[src/rtl/circ_buf_pkg.sv]
// Shared width helpers and pointer wrap arithmetic for the column-wide
// circular buffer controller and anything that reasons about its pointers.
package circ_buf_pkg;

  function automatic int pw_of(input int columns);
    return $clog2(columns);
  endfunction

  function automatic int sw_of(input int par_read);
    return $clog2(par_read + 1);
  endfunction

  // ptr + inc never exceeds 2*columns-2, so one conditional subtraction wraps it.
  function automatic int unsigned wrap_add(input int unsigned ptr,
                                           input int unsigned inc,
                                           input int unsigned columns);
    int unsigned x;
    x = ptr + inc;
    return (x >= columns) ? (x - columns) : x;
  endfunction

endpackage

[src/rtl/ptr_wrap_add.sv]
// Combinational pointer-plus-increment with modulo-COLUMNS wrap, evaluated in
// one extra bit so the carry past the last slot is visible before wrapping.
module ptr_wrap_add
  import circ_buf_pkg::*;
#(
  parameter int COLUMNS = 32,
  parameter int INC_W   = 1,
  localparam int PW     = pw_of(COLUMNS)
) (
  input  logic [PW-1:0]    ptr,
  input  logic [INC_W-1:0] inc,
  output logic [PW-1:0]    sum
);

  localparam logic [PW:0] COLS = (PW+1)'(COLUMNS);

  logic [PW:0] raw;

  assign raw = {1'b0, ptr} + (PW+1)'(inc);
  assign sum = (raw >= COLS) ? PW'(raw - COLS) : PW'(raw);

endmodule

[src/rtl/circ_buf_ctrl.sv]
// Write/read pointer and occupancy controller for the column-wide circular
// buffer: one entry in per cycle, a PAR_READ-wide window out per cycle.
module circ_buf_ctrl
  import circ_buf_pkg::*;
#(
  parameter int COLUMNS  = 32,
  parameter int PAR_READ = 4,
  localparam int PW      = pw_of(COLUMNS),
  localparam int SW      = sw_of(PAR_READ)
) (
  input  logic                   clk,
  input  logic                   rst,
  input  logic                   clear,
  input  logic                   wr_valid,
  output logic                   wr_ready,
  output logic                   wr_en,
  output logic [PW-1:0]          wr_addr,
  output logic                   rd_valid,
  input  logic                   rd_ready,
  input  logic [SW-1:0]          rd_step,
  output logic [PAR_READ*PW-1:0] rd_addr,
  output logic [PW-1:0]          count
);

  localparam logic [PW-1:0] FULL_CNT = PW'(COLUMNS - 1);
  localparam logic [PW-1:0] WIN_CNT  = PW'(PAR_READ);
  localparam logic [SW-1:0] MAX_STEP = SW'(PAR_READ);

  logic [PW-1:0] write_ptr;
  logic [PW-1:0] read_ptr;
  logic [PW-1:0] write_ptr_next;
  logic [PW-1:0] read_ptr_next;
  logic [PW-1:0] count_next;
  logic [SW-1:0] step_clamp;
  logic [SW-1:0] step_eff;
  logic          full;
  logic          rd_fire;

  assign full     = (count == FULL_CNT);
  assign wr_ready = !full;
  assign wr_en    = wr_valid & wr_ready;
  assign wr_addr  = write_ptr;
  assign rd_valid = (count >= WIN_CNT);
  assign rd_fire  = rd_valid & rd_ready;

  // Out-of-range steps saturate silently; a zero step is a peek.
  assign step_clamp = (rd_step > MAX_STEP) ? MAX_STEP : rd_step;
  assign step_eff   = rd_fire ? step_clamp : '0;

  // rd_valid guarantees step_eff <= count, so this never underflows.
  assign count_next = count + PW'(wr_en) - PW'(step_eff);

  ptr_wrap_add #(
    .COLUMNS (COLUMNS),
    .INC_W   (1)
  ) u_wr_inc (
    .ptr (write_ptr),
    .inc (1'b1),
    .sum (write_ptr_next)
  );

  ptr_wrap_add #(
    .COLUMNS (COLUMNS),
    .INC_W   (SW)
  ) u_rd_inc (
    .ptr (read_ptr),
    .inc (step_clamp),
    .sum (read_ptr_next)
  );

  for (genvar i = 0; i < PAR_READ; i++) begin : g_slot
    localparam logic [PW-1:0] OFF = PW'(i);
    logic [PW-1:0] slot_addr;

    ptr_wrap_add #(
      .COLUMNS (COLUMNS),
      .INC_W   (PW)
    ) u_slot (
      .ptr (read_ptr),
      .inc (OFF),
      .sum (slot_addr)
    );

    assign rd_addr[i*PW +: PW] = slot_addr;
  end

  // Flush wins over both handshakes; any entry written alongside it is dropped.
  always_ff @(posedge clk or posedge rst) begin
    if (rst) begin
      write_ptr <= '0;
      read_ptr  <= '0;
      count     <= '0;
    end else if (clear) begin
      write_ptr <= '0;
      read_ptr  <= '0;
      count     <= '0;
    end else begin
      if (wr_en) begin
        write_ptr <= write_ptr_next;
      end
      if (rd_fire) begin
        read_ptr <= read_ptr_next;
      end
      count <= count_next;
    end
  end

endmodule
[config.mk]
export PLATFORM = sky130hd
export DESIGN_NAME = circ_buf_ctrl
export DESIGN_NICKNAME = d
export VERILOG_FILES = /design/src/rtl/circ_buf_pkg.sv /design/src/rtl/ptr_wrap_add.sv /design/src/rtl/circ_buf_ctrl.sv
export SDC_FILE = /design/constraint.sdc
export NUM_CORES = 1
export LEC_CHECK = 0
export CAP_MARGIN = 20
export CELL_PAD_IN_SITES_DETAIL_PLACEMENT = 0
export CELL_PAD_IN_SITES_GLOBAL_PLACEMENT = 1
export CORE_ASPECT_RATIO = 0.8
export CORE_MARGIN = 2
export CORE_UTILIZATION = 27
export CTS_CLUSTER_DIAMETER = 120
export DETAILED_ROUTE_END_ITERATION = 10
export HOLD_SLACK_MARGIN = 0.12
export PLACE_DENSITY_LB_ADDON = 0.1
export SLEW_MARGIN = 20
export SYNTH_ARGS = -nofsm -noshare
export SYNTH_HDL_FRONTEND = slang
export SYNTH_SLANG_ARGS = --single-unit
[constraint.sdc]
create_clock -name clk -period 2.7 [get_ports clk]
set_input_delay 0.54 -clock clk [delete_from_list [all_inputs] [get_ports clk]]
set_output_delay 0.54 -clock clk [all_outputs]
set_load 0.005 [all_outputs]
==> results of run 1 <==
layout make-up:
| class | count | area [um2] | area share |
|---|---|---|---|
| Multi-Input combinational cell | 91 | 727 | 0.420 |
| Timing Repair Buffer | 48 | 460 | 0.266 |
| Sequential cell | 15 | 377 | 0.218 |
| Tap cell | 57 | 71.3 | 0.0412 |
| Inverter | 13 | 48.8 | 0.0282 |
| Clock buffer | 4 | 45.0 | 0.0260 |
routing by layer:
layer | share of wire | global-route usage | vias to the layer above
li1 | - | - | 509
met1 | 0.52 | 0.185 | 465
met2 | 0.43 | 0.182 | 22
met3 | 0.045 | 0.0244 | 2
met4 | 0.0098 | 0.0329 | 0
met5 | 0 | 0 | -
where the power goes:
| group | switching (mW) | total, mW | internal, mW |
|---|---|---|---|
| Sequential | 0.0617 | 0.327 | 0.265 |
| Combinational | 0.286 | 0.672 | 0.386 |
| Clock | 0.0772 | 0.182 | 0.104 |
worst min-delay path, cell delays in order, from the launching register on:
cell and delay, ps:
sky130_fd_sc_hd__dfrtp_1 360, sky130_fd_sc_hd__xnor2_1 70, sky130_fd_sc_hd__nor2_1 70
Yosys cell counts (2+ instances only):
| master | number | share of area |
|---|---|---|
| sky130_fd_sc_hd__nand4_1 | 3 | 0.016 |
| sky130_fd_sc_hd__fa_1 | 2 | 0.034 |
| sky130_fd_sc_hd__and3_1 | 2 | 0.011 |
| sky130_fd_sc_hd__nor2_1 | 10 | 0.032 |
| sky130_fd_sc_hd__nor2b_1 | 3 | 0.016 |
| sky130_fd_sc_hd__nor3_1 | 3 | 0.013 |
| sky130_fd_sc_hd__nand3_1 | 7 | 0.029 |
| sky130_fd_sc_hd__a21oi_1 | 9 | 0.038 |
| sky130_fd_sc_hd__o211ai_1 | 2 | 0.013 |
| sky130_fd_sc_hd__xnor2_1 | 7 | 0.051 |
| sky130_fd_sc_hd__dfrtp_1 | 15 | 0.32 |
| sky130_fd_sc_hd__xor2_1 | 9 | 0.066 |
| sky130_fd_sc_hd__nand2_1 | 7 | 0.022 |
| sky130_fd_sc_hd__o21a_1 | 2 | 0.013 |
| sky130_fd_sc_hd__a21o_1 | 2 | 0.013 |
| sky130_fd_sc_hd__inv_1 | 13 | 0.041 |
| sky130_fd_sc_hd__ha_1 | 16 | 0.17 |
| sky130_fd_sc_hd__buf_4 | 4 | 0.025 |
logic make-up (layout without fill, tap and decap cells):
family / count (synthesis) / after routing
DFF: 15 / 15
AOI/OAI and AO/OA: 17 / 17
buffers and inverters: 20 / 65
xor gates and xnor gates: 16 / 16
and+or+nand+nor: 40 / 40
adders and majority gates: 18 / 18
metrics by stage:
step	util	setup WS (ps)	hold slack [ps]
floorplan	-	282	441
global placement	0.398	-101	532
detailed placement	0.398	-153	545
CTS	0.409	106	558
global route	0.411	55.5	596
finish	0.411	176	546
timing repair:
action,CTS,global route
resized for setup,0,3
endpoints found under the hold margin,0,0
endpoints found under the setup margin,0,2
worst max-delay path by stage:
stage / end / slack [ps] / from / depth (start not counted)
4_1_cts: count[4] / 110 / rd_step[2] / 12
6_report: count[4] / 180 / rd_step[2] / 12
2_1_floorplan: count[4] / 280 / count[3] / 14
5_1_grt: count[4] / 60 / rd_step[2] / 12
3_3_place_gp: count[4] / -100 / rd_step[2] / 12
3_5_place_dp: count[4] / -150 / rd_step[2] / 12
state kept, by name, summed over array words and instances (netlist names):
register and flops:
read_ptr 5, wr_addr 5, count 5
==> Flow_metrics.wiki, run 1 <==
{| class="wikitable"
! Metric !! Value
|-
| Crit share post-route || 0.935
|-
| Async SR Flop Fraction || 1.00
|-
| Max-cap violations || 0
|-
| Post-synthesis to final-layout area growth || 45.2%
|-
| Vertical extent of the die || around 63 um
|-
| Area of all placed cells without fillers || 0.00173 mm2
|-
| Max-slew violation count || 0
|-
| Hold path endpoint || wr_addr[4]
|-
| Worst min-delay path startpoint || wr_addr[4]
|-
| Total setup violations reported at the end of the flow || 0
|-
| Residual DRC count || 0
|-
| Leakage power of the design || 0.817 nW
|-
| Worst Path Required || around 2800 ps
|-
| Clk Tree Root Cell || sky130_fd_sc_hd__clkbuf_8
|-
| Diodes inserted || 0
|-
| Placed instance count || 224
|-
| Via count of the first global-routing pass || 1,019
|-
| Area of placed instances || ~0.0017 mm2
|-
| Total negative slack || 0 ps
|-
| Routed vias || about 1,000
|-
| Register area share after synthesis || 0.315
|-
| Number of cells traversed by the worst hold path || 2
|-
| Number of iterations in the first detailed-routing pass || 4
|-
| Largest net degree at the start of global routing || 16
|-
| Number of hold buffers added after cts || 0
|-
| Post-Syn Area || approximately 0.0012 mm2
|-
| H-tree Lvls || 1
|-
| Detailed-route vias per instance || 4.38
|-
| Total Routing Usage GR || 0.124
|-
| R2r worst-path depth || 13
|-
| Synthesized-area fraction occupied by adder cells || 0.202
|-
| Slew headroom || 0.612
|-
| DRT Wirelength || between 2 and 3 mm
|-
| Clock latency at the later pin of the worst-skew pair || 240 ps
|-
| Number of synthesized flops with an enable pin || 0
|-
| Final cell count without fillers || 228
|-
| Worst Skew || about 1.5 ps
|-
| Worst-Margin Slew || 581 ps
|-
| Buf+Inv Stages, Crit Path || 3
|-
| Count of warnings emitted by yosys || 0
|-
| Commonest non-fill, non-tap cell in the layout || sky130_fd_sc_hd__clkdlybuf4s50_1
|-
| Min Tclk post-route || 2520 ps
|-
| Detail Placement HPWL || about 2.3 mm
|-
| Avg WL per Cell || approximately 12 um
|-
| Synthesis-stage register bit count || 15
|-
| Highest cell delay on the worst timing path || roughly 520 ps
|-
| Syn_area_per_cell || approximately 9.5 um2
|-
| Endpoint arrival time on the critical path || between 2000 and 3000 ps
|-
| Number of antenna violations at the first check in global routing || 0
|-
| Overall power consumption || 1.18 mW
|-
| Number of post-CTS setup repair buffers || 0
|-
| Class of the most critical setup path || input port to register
|-
| Top-Level Pins || between 40 and 50
|-
| Top achievable clock speed || 396 MHz
|-
| Buffer depth of the longest clock path || 2
|-
| Worst Setup End Kind || register
|-
| Cell type group with the largest total delay on the critical path || adder cells
|-
| Core Rows || 21
|-
| Clock sinks || 15
|-
| Final nets || between 150 and 200
|-
| Buffers on Ports || 40
|-
| Simple-gate portion of the synthesized area || 0.191
|-
| Proportion of synthesized area in mux cells || 0
|-
| Synth cell types || 28
|-
| Classification of the worst-slack hold path || register to register
|-
| Net count after synthesis || roughly 150
|-
| Clock Pin Slew Worst Setup and Hold Paths || ~60 ps
|-
| Worst vdd rail ir drop || ~0.34 mV
|-
| Number of hold violations in the final report || 0
|-
| Horiz. Die Dim || slightly below 80 um
|-
| Placeable core region || about 0.0042 mm2
|-
| Post-synthesis instance total || roughly 130
|-
| Initial core utilization || 0.283
|-
| Crit Path Max Fanout || 4
|-
| Destination of the worst register-to-register timing path || count[4]
|-
| Worst r2r src || count[3]
|-
| Run status || finished, final reports clean
|-
| Leading cell types in the layout, fill and taps excluded || sky130_fd_sc_hd__clkdlybuf4s50_1 (40), sky130_fd_sc_hd__ha_1 (16), sky130_fd_sc_hd__dfrtp_1 (14)
|-
| Number of nets with antenna violations after routing || 0
|-
| Setup repair after global routing missed its margin || false
|-
| Number of design-rule violations left by the first detailed-router iteration || 31
|-
| CTS tree || built
|-
| Ys flop type || sky130_fd_sc_hd__dfrtp_1
|-
| Ordered cell list for the critical path || clkdlybuf4s50_1, nor2b_1, and3_1, ha_1, inv_1, ha_1, inv_1, fa_2, nor2b_4, o21a_1, nor3_1, o21ba_1
|-
| Compound-Gate Fraction of Synth Area || 0.0914
|-
| Crit path launch type || input port
|-
| Number of filler instances in the final layout || approximately 430
|-
| First-pass GRT wire length || approximately 5.0 mm
|-
| CP max stage cell || sky130_fd_sc_hd__clkdlybuf4s50_1
|-
| Power per Cell Area || 682 mW/mm2
|-
| Number of buffers created by CTS || 3
|-
| Share of layout cells above drive strength 1 || 0.111
|-
| Total global routing overflow || 0
|-
| Reg2Reg Setup Slack || 290 ps
|-
| Share of the synthesized netlist area taken by xor and xnor gates || 0.118
|-
| Combinational family with the most area after synthesis || adder cells
|-
| Routability Congestion || between 0.7 and 0.8
|-
| Area of the die || roughly 0.0050 mm2
|}
No activity file was read; power rests on OpenSTA's default activity.
==> inputs of run 2 (changes only) <==
--- a/config.mk
+++ b/config.mk
@@ -14,7 +14,7 @@
 export CTS_CLUSTER_DIAMETER = 120
 export DETAILED_ROUTE_END_ITERATION = 10
 export HOLD_SLACK_MARGIN = 0.12
-export PLACE_DENSITY_LB_ADDON = 0.1
+export PLACE_DENSITY_LB_ADDON = 0.12
 export SLEW_MARGIN = 20
 export SYNTH_ARGS = -nofsm -noshare
 export SYNTH_HDL_FRONTEND = slang
==> run 2 against run 1 <==
Against the previous run:
- non-clock buffer count is 1 lower
- wire length is 3.9% higher
- clock skew fell by 0.59 ps
- clock-buffer cell count is 1 lower
- cell count fell by 0.44%
- largest power group unchanged
- critical path type unchanged
==> Flow_metrics.wiki, run 2 (synthesis results as in run 1) <==
{| class="wikitable"
! Metric !! Value
|-
| Worst min-delay path startpoint || wr_addr[4]
|-
| Worst Path Required || 2840 ps (about the same)
|-
| CP max stage cell || sky130_fd_sc_hd__clkdlybuf4s50_1
|-
| Routability Congestion || 0.784 (-1.7%)
|-
| R2r worst-path depth || 13 (unchanged)
|-
| Buffers on Ports || 40 (unchanged)
|-
| Final nets || 197 (-0.51%)
|-
| Classification of the worst-slack hold path || register to register
|-
| Final Core Density || 0.408 (-0.00298)
|-
| Destination of the worst register-to-register timing path || count[4]
|-
| Leakage power of the design || 0.814 nW (-0.30%)
|-
| Number of antenna violations at the first check in global routing || 0 (unchanged)
|-
| Initial core utilization || 0.283 (unchanged)
|-
| Worst Skew || 0.869 ps (-0.591 ps)
|-
| Reg2Reg Setup Slack || 250 ps (-40 ps)
|-
| Detailed-route vias per instance || 4.30 (-1.8%)
|-
| Total global routing overflow || 0 (unchanged)
|-
| Ordered cell list for the critical path || clkdlybuf4s50_1, nor2b_2, and3_1, ha_1, inv_1, ha_1, inv_1, fa_2, nor2b_4, o21a_1, nor3_1, o21ba_1
|-
| Clock sinks || 15 (unchanged)
|-
| Number of iterations in the first detailed-routing pass || 4 (unchanged)
|-
| Number of design-rule violations left by the first detailed-router iteration || 33 (+6.5%)
|-
| Placeable core region || 0.00420 mm2 (unchanged)
|-
| Number of filler instances in the final layout || 428 (-0.93%)
|-
| Core Rows || 21 (unchanged)
|-
| Placed instance count || 223 (-0.45%)
|-
| Number of nets with antenna violations after routing || 0 (unchanged)
|-
| Crit path launch type || input port
|-
| Detail Placement HPWL || 2.21 mm (-2.3%)
|-
| Avg WL per Cell || 12.6 um (+4.4%)
|-
| Crit Path Max Fanout || 3 (-1)
|-
| Buffer depth of the longest clock path || 2 (unchanged)
|-
| Via count of the first global-routing pass || 965 (-5.3%)
|-
| Diodes inserted || 0 (unchanged)
|-
| DRT Wirelength || 2.86 mm (+3.9%)
|-
| Run status || finished, final reports clean
|-
| Number of cells traversed by the worst hold path || 2 (unchanged)
|-
| Horiz. Die Dim || 78.3 um (unchanged)
|-
| Post-synthesis to final-layout area growth || 44.1%
|-
| Largest net degree at the start of global routing || 16 (unchanged)
|-
| Number of buffers created by CTS || 3 (unchanged)
|-
| Total Routing Usage GR || 0.120 (-0.00368)
|-
| Worst-Margin Slew || 591 ps (+10.3 ps)
|-
| Leading cell types in the layout, fill and taps excluded || sky130_fd_sc_hd__clkdlybuf4s50_1 (40), sky130_fd_sc_hd__ha_1 (16), sky130_fd_sc_hd__dfrtp_1 (15)
|-
| Share of layout cells above drive strength 1 || 0.106 (-0.00523)
|-
| Setup repair after global routing missed its margin || false
|-
| Buf+Inv Stages, Crit Path || 3 (unchanged)
|-
| Vertical extent of the die || 63.4 um (unchanged)
|-
| Cell type group with the largest total delay on the critical path || adder cells
|-
| Top-Level Pins || 41 (unchanged)
|-
| Slew headroom || 0.605 (-0.00767)
|-
| CTS tree || built
|-
| Clk Tree Root Cell || sky130_fd_sc_hd__clkbuf_8
|-
| Worst vdd rail ir drop || 0.398 mV (+17%)
|-
| Worst Setup End Kind || register
|-
| Top achievable clock speed || 394 MHz (-0.65%)
|-
| Total setup violations reported at the end of the flow || 0 (unchanged)
|-
| Max-slew violation count || 0 (unchanged)
|-
| Area of the die || 0.00496 mm2 (unchanged)
|-
| Final cell count without fillers || 227 (-0.44%)
|-
| Crit share post-route || 0.941 (+0.00610)
|-
| Max-cap violations || 0 (unchanged)
|-
| First-pass GRT wire length || 4.77 mm (-3.6%)
|-
| Power per Cell Area || 675 mW/mm2 (-1.2%)
|-
| Number of hold violations in the final report || 0 (unchanged)
|-
| Routed vias || 976 (-2.2%)
|-
| Worst r2r src || count[3]
|-
| Clock latency at the later pin of the worst-skew pair || 240 ps (about the same)
|-
| Min Tclk post-route || 2540 ps (+16.5 ps)
|-
| H-tree Lvls || 1 (unchanged)
|-
| Commonest non-fill, non-tap cell in the layout || sky130_fd_sc_hd__clkdlybuf4s50_1
|-
| Class of the most critical setup path || input port to register
|-
| Hold path endpoint || wr_addr[4]
|-
| Highest cell delay on the worst timing path || 520 ps (about the same)
|-
| Endpoint arrival time on the critical path || 2680 ps (+20 ps)
|-
| Clock Pin Slew Worst Setup and Hold Paths || 60 ps (about the same)
|-
| Residual DRC count || 0 (unchanged)
|}
==> run 2: cell types whose count changed in the layout (fill, tap and decap cells not counted), sizes merged <==
cell    previous run  this run
buf                8         7
clkbuf             4         3
clkinv             0         1
==> run 2: cell type report <==
class                      instances  area, um2  area share
sequential                        15        375       0.219
timing repair buffer              47        453       0.264
multi-input combinational         91        722       0.421
tap                               57       71.3      0.0415
clock inverter                     1       5.00     0.00292
inverter                          13       48.8      0.0284
clock buffer                       3       41.3      0.0241
==> run 2: repair_timing <==
item / CTS / global route
resized for setup: 0 / 2
setup endpoints to repair: 0 / 1
hold buffers: 0 / 0
buffers inserted: 0 / 0
hold endpoints to repair: 0 / 0
==> run 2: worst reg2reg max path, cell delays in order (launching register included) <==
cell and delay, ps:
sky130_fd_sc_hd__dfrtp_1 390, sky130_fd_sc_hd__inv_1 80, sky130_fd_sc_hd__ha_1 190, sky130_fd_sc_hd__nand2b_1 160
sky130_fd_sc_hd__and3_1 200, sky130_fd_sc_hd__ha_1 220, sky130_fd_sc_hd__inv_1 60, sky130_fd_sc_hd__ha_1 160
sky130_fd_sc_hd__inv_1 60, sky130_fd_sc_hd__fa_2 360, sky130_fd_sc_hd__nor2b_4 130, sky130_fd_sc_hd__o21a_1 130
sky130_fd_sc_hd__nor3_1 50, sky130_fd_sc_hd__o21ba_1 160
==> run 2: power by group <==
| group | switching (mW) | internal (mW) |
|---|---|---|
| Combinational | 0.283 | 0.369 |
| Clock | 0.0777 | 0.102 |
| Sequential | 0.0616 | 0.265 |
| Total | 0.423 | 0.735 |
==> run 2: how the worst max path moves through the flow <==
stage                     startpoint  endpoint  slack (ps)  cells after the start
after global routing      rd_step[2]  count[4]          20                     12
after detailed placement  rd_step[2]  count[4]        -160                     12
final                     rd_step[2]  count[4]         160                     12
after global placement    rd_step[0]  count[4]         -80                     12
after floorplan             count[3]  count[4]         280                     14
after CTS                 rd_step[2]  count[4]          90                     12
==> run 2: stage by stage <==
stage | total power [mW] | setup TNS, ps | hold slack [ps] | setup WS, ps | area [um2]
finish | 1.16 | 0 | 545 | 159 | 1720
floorplan | 0.717 | 0 | 441 | 282 | 1190
global placement | 0.980 | -78.3 | 543 | -77.2 | 1670
global route | 1.26 | 0 | 594 | 19.6 | 1720
detailed placement | 0.983 | -159 | 535 | -159 | 1670
CTS | 1.17 | 0 | 553 | 86.5 | 1710
==> run 2: layer usage <==
metal	global-route usage	part of all wire
met4	0.00658	0
met3	0.0330	0.053
met5	0	0
met1	0.175	0.52
met2	0.188	0.43
